[src/rtl/sqr.sv]
// Iterative shift-and-add squarer: rad = (root*root >> FBITS) + rem, one multiplier bit per clock.
// Optional build macro SQR_ROUND_EN rounds the scaled product to nearest before rem is added.
module sqr #(
    parameter int WIDTH = 8,
    parameter int FBITS = 0
) (
    input  logic             clk,
    input  logic             rst_n,
    input  logic             start,
    output logic             busy,
    output logic             valid,
    input  logic [WIDTH-1:0] root,
    input  logic [WIDTH-1:0] rem,
    output logic [WIDTH-1:0] rad,
    output logic             ovf
);

    localparam int CW = $clog2(WIDTH);
    localparam int PW = 2 * WIDTH;
    localparam logic [CW-1:0] LAST = CW'(WIDTH - 1);

`ifdef SQR_ROUND_EN
    localparam int RBIT = (FBITS > 0) ? (FBITS - 1) : 0;
    localparam logic [PW:0] RND = (FBITS > 0) ? ((PW+1)'(1) << RBIT) : '0;
`else
    localparam logic [PW:0] RND = '0;
`endif

    typedef enum logic [0:0] {
        IDLE = 1'b0,
        CALC = 1'b1
    } state_t;

    state_t state_r;
    state_t state_nx_s;

    logic [WIDTH-1:0] mcand_r;
    logic [WIDTH-1:0] mplr_r;
    logic [PW-1:0]    acc_r;
    logic [CW-1:0]    i_r;
    logic [WIDTH-1:0] rem_r;
    logic [WIDTH-1:0] rad_r;
    logic             ovf_r;
    logic             valid_r;

    logic             last_s;
    logic             load_s;
    logic             step_s;
    logic             done_s;
    logic [PW-1:0]    pp_s;
    logic [PW-1:0]    prod_s;
    logic [PW:0]      rnd_s;
    logic [PW:0]      scaled_s;
    logic [PW:0]      tot_s;
    logic             ovf_s;

    assign last_s = (i_r == LAST);

    // State register
    always_ff @(posedge clk or negedge rst_n) begin
        if (!rst_n) begin
            state_r <= IDLE;
        end else begin
            state_r <= state_nx_s;
        end
    end

    // Next-state logic; a start in any state (re)enters CALC
    always_comb begin
        state_nx_s = state_r;
        if (start) begin
            state_nx_s = CALC;
        end else begin
            case (state_r)
                IDLE:    state_nx_s = IDLE;
                CALC:    state_nx_s = last_s ? IDLE : CALC;
                default: state_nx_s = IDLE;
            endcase
        end
    end

    // Control decode from current state
    always_comb begin
        load_s = 1'b0;
        step_s = 1'b0;
        done_s = 1'b0;
        if (start) begin
            load_s = 1'b1;
        end else if (state_r == CALC) begin
            step_s = 1'b1;
            done_s = last_s;
        end else begin
            step_s = 1'b0;
        end
    end

    // Datapath: last partial product folds in combinationally so the result lands on the final edge
    always_comb begin
        pp_s = '0;
        if (mplr_r[0]) begin
            pp_s = {{WIDTH{1'b0}}, mcand_r} << i_r;
        end else begin
            pp_s = '0;
        end
        prod_s   = acc_r + pp_s;
        rnd_s    = {1'b0, prod_s} + RND;
        scaled_s = rnd_s >> FBITS;
        tot_s    = scaled_s + {{(PW + 1 - WIDTH){1'b0}}, rem_r};
    end

    assign ovf_s = |tot_s[PW:WIDTH];

    // Operand, accumulator and result registers
    always_ff @(posedge clk or negedge rst_n) begin
        if (!rst_n) begin
            mcand_r <= '0;
            mplr_r  <= '0;
            acc_r   <= '0;
            i_r     <= '0;
            rem_r   <= '0;
            rad_r   <= '0;
            ovf_r   <= 1'b0;
            valid_r <= 1'b0;
        end else if (load_s) begin
            mcand_r <= root;
            mplr_r  <= root;
            acc_r   <= '0;
            i_r     <= '0;
            rem_r   <= rem;
            valid_r <= 1'b0;
        end else if (step_s) begin
            acc_r  <= prod_s;
            mplr_r <= mplr_r >> 1;
            i_r    <= i_r + CW'(1);
            if (done_s) begin
                rad_r   <= tot_s[WIDTH-1:0];
                ovf_r   <= ovf_s;
                valid_r <= 1'b1;
            end else begin
                valid_r <= valid_r;
            end
        end else begin
            valid_r <= valid_r;
        end
    end

    assign busy  = (state_r == CALC);
    assign valid = valid_r;
    assign rad   = rad_r;
    assign ovf   = ovf_r;

endmodule

[config.mk]
export PLATFORM = sky130hd
export DESIGN_NAME = sqr
export DESIGN_NICKNAME = d
export VERILOG_FILES = /design/src/rtl/sqr.sv
export SDC_FILE = /design/constraint.sdc
export NUM_CORES = 1
export LEC_CHECK = 0
export CORE_ASPECT_RATIO = 0.6
export CORE_MARGIN = 2
export CORE_UTILIZATION = 62
export DETAILED_ROUTE_END_ITERATION = 16
export PLACE_DENSITY = 0.83
export REMOVE_ABC_BUFFERS = 1
export SKIP_LAST_GASP = 1
export SYNTH_ARGS = -nofsm -noshare
export SYNTH_HDL_FRONTEND = slang
export SYNTH_SLANG_ARGS = --single-unit
[constraint.sdc]
create_clock -name clk -period 8.55 [get_ports clk]
set_clock_uncertainty 0.05 [all_clocks]
set_input_delay 1.2825 -clock clk [delete_from_list [all_inputs] [get_ports clk]]
set_output_delay 1.2825 -clock clk [all_outputs]
set_load 0.02 [all_outputs]
==> results.toml, run 1 <==
[finish]
drive_gt1_share_pct = 9.40
nets = 483
design_area_sq_um = 4200
diodes = 0
fillerInstances = 439
finalCoreUtilization_pct = 73.6
syn_to_final_growth_pct = 11.6

[power]
swShare_pct = 36.0
switchingPower_w = 0.000288
p_int_w = 0.000512
power_frac_comb_pct = 38.6
power.density_nw_per_um2 = 191
seq_power_share_pct = 38.8
peakVddDrop_uv = 107
p_clk_share_pct = 22.6
p_leak_nw = 2.00

[clocking]
path_clk_slew_ps = 110
cts_buffers = 5
htree_levels = 2
cts_root_buffer = "clkbuf_8"
cts_resized = 0
insertion_delay_ps = 310
cts_tree = "built"
post-cts-setup-buffers = 0
clock_sinks = 54
postCtsHoldBufs = 0
cts.path.max_buffers = 2

[sta]
setup_viol = 0
worst_slack_ps = 4150
whs_ps = 443
fmax_mhz = 227
worst_pin_slew_ps = 681
fin_crit_sh_pct = 51.5
slew_viol_final = 0
slew_headroom_pct = 54.6
hold_viol = 0
post-route-min-period_ps = 4400
tns_ps = 0
rsz0062_at_grt = "false"

[global_route]
grt_pass1_wl_um = 14500
track_usage_pct = 27.1
antenna_found_initial = 0
grt_max_degree = 58
grt_pass1_vias = 3035
grt_overflow = 0

[logic_synthesis]
ys_types = 59
syn_inst = 413
synth-async-reset-ratio_pct = 100
ys.flop_type = "dfrtp_1"
netlist_area_sq_um = 3760
synth-edff-count = 0
syn_area_per_cell_sq_um = 9.11
yosysSeqAreaShare_pct = 35.9
ys_warn_count = 0
ys_ff_latch = 54

[floorplanning]
die_area_sq_um = 6730
die_x_um = 105
core-area_sq_um = 5700
die_h_um = 64.3
io_pins = 30
placementRows = 21
start_util_pct = 66.0

[routing]
routedWlPerCell_um = 16.2
dr.pass1.iters = 4
vias_per_cell = 6.11
final_antenna_net_count = 0
dr.first_iter.drc_count = 170
vias = 3151
drc = 0
wl_um = 8370

[worst_setup_path]
worstSetupPathType = "register to register"
cp_cell_sequence = "mux2i_1 -> mux2_2 -> nor2_1 -> o21a_1 -> ha_1 -> o21ai_0 -> o21ai_1 -> a21oi_1 -> xnor2_1 -> ha_1 -> a21oi_1 -> or4b_4 -> nand3_2 -> nand4_1 -> a211oi_2 -> a41oi_1"
r2r_cells = 16
crit_start = "i_r[0]"
cpMaxStageDelayCell = "dfrtp_1"
worst_ep_arrival_time_ps = 4520
r2r_start = "i_r[0]"
critPathMaxFanout = 17
timing.rr.end = "ovf"
cp.required_ps = 8670
crit_path_end = "ovf"
end_kind = "register"
max_stage_delay_ps = 700
rrSetupSlack_ps = 4150
worst_setup_path_start_kind = "register"

[placed_design]
place_hpwl_um = 6230
placed_cell_area_sq_um = 4080
gp_congestion = 0.933
io_buffers = 29
dp_slack_ps = 4290

[flow_run]
maxCapViolations = 0

[hold_path]
hp-class = "register to register"

[outcome]
status = "complete, no violations"
[cell usage after synthesis (all sizes together), types with 2 or more instances]
library cell   n  area, sq um
buf            7         45.0
o21a           3         22.5
nand4          3         18.8
o211ai         3         22.5
or3            2         12.5
or2            2         12.5
nor3           7         35.0
nand2         40          150
xnor2          8         70.1
nand3         11         60.1
inv           17         63.8
a41oi          2         17.5
mux2i         24          240
o2111ai        2         23.8
clkbuf        10         37.5
ha            27          338
nand3b         2         18.8
mux2          11          124
fa             2         40.0
xor2           7         61.3
a211oi        10         85.1
o311ai         2         25.0
o31ai          4         30.0
nor2b          9         56.3
dfrtp         54         1350
nand2b         5         31.3
a21oi         21          109
and2           6         37.5
a2111oi        3         45.0
nor2          43          161
o21ai         37          189
and3           3         18.8
nor4           3         18.8
a31oi          3         18.8
a21o           8         61.3
[routing by layer]
metal	up-vias	track usage, %	part of all wire (%)
met5	-	0	0
met1	1514	39.4	50
met4	0	7.60	1.9
li1	1526	-	-
met3	16	4.29	5.5
met2	95	42.3	42
[worst max-delay path, delay by kind of cell, from the launching register on]
kind,cells,cell delay [ps]
compound gates,7,1240
simple gates,4,750
fa+ha+maj,2,710
flops,1,700
mux,2,560
xor+xnor,1,250
[power groups by stage]
stage | Clock, W | Sequential [W] | Combinational [W]
after global routing | 0.000192 | 0.000314 | 0.000344
after floorplan | 0 | 0.000320 | 0.000210
final | 0.000181 | 0.000311 | 0.000309
after detailed placement | 0 | 0.000315 | 0.000303
after CTS | 0.000183 | 0.000310 | 0.000306
after global placement | 0 | 0.000313 | 0.000292
[sequential cells by signal, indices dropped and copies added (netlist names), 3 cells and up]
register,count
acc_r,16
mcand_r,8
mplr_r,8
rad,8
rem_r,8
i_r,3
[cells in the final DEF, fill, tap and decap left out, types with 6 or more instances in the layout]
cell type | netlist | final
dfrtp_1 | 54 | 54
nor2_1 | 43 | 43
nand2_1 | 40 | 40
o21ai_0 | 34 | 34
ha_1 | 27 | 27
clkdlybuf4s50_1 | 0 | 27
mux2i_1 | 24 | 24
a21oi_1 | 20 | 20
inv_1 | 17 | 17
mux2_2 | 11 | 11
nand3_1 | 10 | 10
nor2b_1 | 9 | 9
xnor2_1 | 8 | 8
a211oi_1 | 8 | 8
nor3_1 | 7 | 7
a21o_1 | 7 | 7
xor2_1 | 7 | 7
and2_1 | 6 | 6
[per-stage QoR]
| step | instances | power, W |
|---|---|---|
| 5_1_grt | 516 | 0.000851 |
| 3_5_place_dp | 508 | 0.000618 |
| 4_1_cts | 516 | 0.000800 |
| 3_3_place_gp | 508 | 0.000605 |
| 6_report | 516 | 0.000800 |
| 2_1_floorplan | 396 | 0.000530 |
[cells by family after synthesis]
group           share of synthesized area [%]
simple gates                             18.3
compound gates                           18.7
flops                                    35.9
mux                                      9.68
buf+inv                                  3.89
fa+ha+maj                                10.0
xor+xnor                                 3.49
[cell type report]
class                   instances  area [sq um]  share of cell area, %
repair buffers                 32           303                   7.21
well taps                      80           100                   2.38
inverters                      17          63.8                   1.52
multi-input cells             325          2260                   53.9
flip-flops and latches         54          1350                   32.2
clock inverters                 3          47.5                   1.13
clock buffers                   5          68.8                   1.64
[how the worst min path moves through the flow]
stage / startpoint / end / slack (ps) / cells past startpoint
after floorplan: rem_r[0] / rem_r[0] / 440 / 1
after global placement: rad[6] / rad[6] / 410 / 2
after detailed placement: rad[3] / rad[3] / 420 / 2
after CTS: rad[3] / rad[3] / 450 / 2
after global routing: rad[6] / rad[6] / 480 / 2
final: rad[3] / rad[3] / 440 / 2
Power figures use the tool's default switching activity.
==> inputs of run 2 (changes only) <==
CORE_UTILIZATION = 53   (was 62)
PLACE_DENSITY = 0.76   (was 0.83)
clock period = 3.7 ns   (was 8.55 ns; I/O delays follow)
==> run 2 against run 1 <==
  * The flow now finishes with violations (setup timing)
  * Clock power rose to 3.0 times the previous value
  * Non-clock buffer count rose by 56
  * Die area rose by 16%
  * Sequential power rose by 130%
  * Global-route usage fell by 0.44 points
  * Highest routed layer unchanged
==> results.toml, run 2 (synthesis results as in run 1) <==
[floorplanning]
die_area_sq_um = 7810
io_pins = 30
start_util_pct = 55.6
placementRows = 23
die_h_um = 69.3
core-area_sq_um = 6760
die_x_um = 113

[placed_design]
io_buffers = 29
dp_slack_ps = -305
place_hpwl_um = 7190
gp_congestion = 0.849

[worst_setup_path]
cp.required_ps = 3860
worst_setup_path_start_kind = "register"
end_kind = "register"
worstSetupPathType = "register to register"
worst_ep_arrival_time_ps = 3930
critPathMaxFanout = 8

[routing]
wl_um = 10500
vias_per_cell = 6.00
routedWlPerCell_um = 18.2
dr.first_iter.drc_count = 316
dr.pass1.iters = 5
drc = 0
vias = 3466
final_antenna_net_count = 0

[sta]
hold_viol = 0
tns_ps = -63.9
fmax_mhz = 266
worst_slack_ps = -63.9
whs_ps = 323
setup_viol = 1
post-route-min-period_ps = 3760
slew_headroom_pct = 40.4
fin_crit_sh_pct = 102
rsz0062_at_grt = "true"
worst_pin_slew_ps = 893
slew_viol_final = 0

[power]
p_int_w = 0.00153
p_clk_share_pct = 23.1
switchingPower_w = 0.000810
p_leak_nw = 2.34
power.density_nw_per_um2 = 469
seq_power_share_pct = 30.5
peakVddDrop_uv = 342
swShare_pct = 34.6
power_frac_comb_pct = 46.3
power_w = 0.00234

[finish]
diodes = 0
drive_gt1_share_pct = 26.9
syn_to_final_growth_pct = 32.6
final_common_cell = "buf_4"
finalCoreUtilization_pct = 73.7
largest_reg_flops = 16
regMostFlops = "acc_r"
nets = 539
final_cell_mix = "buf_4 (56), dfrtp_1 (53), nor2_1 (41), nand2_1 (40), o21ai_0 (31)"

[global_route]
grt_overflow = 0
antenna_found_initial = 0
grt_pass1_vias = 3410
grt_pass1_wl_um = 16700
grt_max_degree = 57
track_usage_pct = 26.7

[clocking]
cts.path.max_buffers = 2
path_clk_slew_ps = 70
clock_sinks = 54
htree_levels = 2
cts_root_buffer = "clkbuf_16"
insertion_delay_ps = 300
cts_buffers = 5
cts_tree = "built"
postCtsHoldBufs = 0

[outcome]
violations = "setup timing"
status = "finished with violations"

[hold_path]
hp-class = "input port to asynchronous set/reset pin"

[flow_run]
maxCapViolations = 0
[run 2: final timing paths]
check / start / end / slack [ps] / cells past startpoint
setup / recovery: i_r[0] / ovf / -60 / 18
hold / removal: rst_n / rem_r[7] / 320 / 1
setup reg to reg: i_r[0] / ovf / -60 / 18
hold reg to reg: rad[2] / rad[2] / 440 / 2
max in group asynchronous: rst_n / mplr_r[6] / 2580 / 2
min in group clk: rad[2] / rad[2] / 440 / 2
[run 2: metal layers]
| layer | wire length (um) | up-vias | GRT usage, % |
|---|---|---|---|
| met5 | 0 | - | 0 |
| met4 | 138 | 0 | 6.37 |
| met3 | 670 | 15 | 5.07 |
| met2 | 4800 | 122 | 41.8 |
| met1 | 4890 | 1692 | 38.5 |
| li1 | - | 1637 | - |
[run 2: through the flow]
stage | cell area [sq um] | instances
6_report | 4990 | 578
5_1_grt | 4990 | 578
2_1_floorplan | 3680 | 396
4_1_cts | 4820 | 574
3_5_place_dp | 4440 | 561
3_3_place_gp | 4440 | 561
[run 2: power by group through the flow]
stage | Combinational, W | Sequential, W | Clock, W
6_report | 0.00108 | 0.000714 | 0.000541
5_1_grt | 0.00117 | 0.000722 | 0.000573
4_1_cts | 0.000986 | 0.000711 | 0.000546
3_5_place_dp | 0.000874 | 0.000717 | 0
3_3_place_gp | 0.000847 | 0.000713 | 0
2_1_floorplan | 0.000484 | 0.000740 | 0
[run 2: final cells by class]
| type | count | area [sq um] |
|---|---|---|
| inverters | 17 | 63.8 |
| multi-input cells | 325 | 2560 |
| flip-flops and latches | 54 | 1350 |
| clock inverters | 2 | 38.8 |
| fillers | 483 | 1780 |
| well taps | 87 | 109 |
| repair buffers | 88 | 734 |
| clock buffers | 5 | 125 |
[run 2: what timing repair did]
action | CTS | global route
endpoints found under the setup margin | 2 | 2
pin swaps | 23 | 15
gates resized for setup | 36 | 20
buffers inserted | 7 | 4
[run 2: critical path, stage by stage (launching register included)]
cell and delay (ps):
dfrtp_2 500, mux2i_2 290, mux2_4 190, nor2_1 50
o21a_1 210, ha_4 330, o21ai_4 80, o21ai_4 170
a21oi_4 90, xnor2_2 170, buf_4 140, buf_4 120
ha_1 300, nand2_1 70, o21ai_0 370, nand3_2 150
nand4_1 110, a211oi_2 80, a41oi_1 190
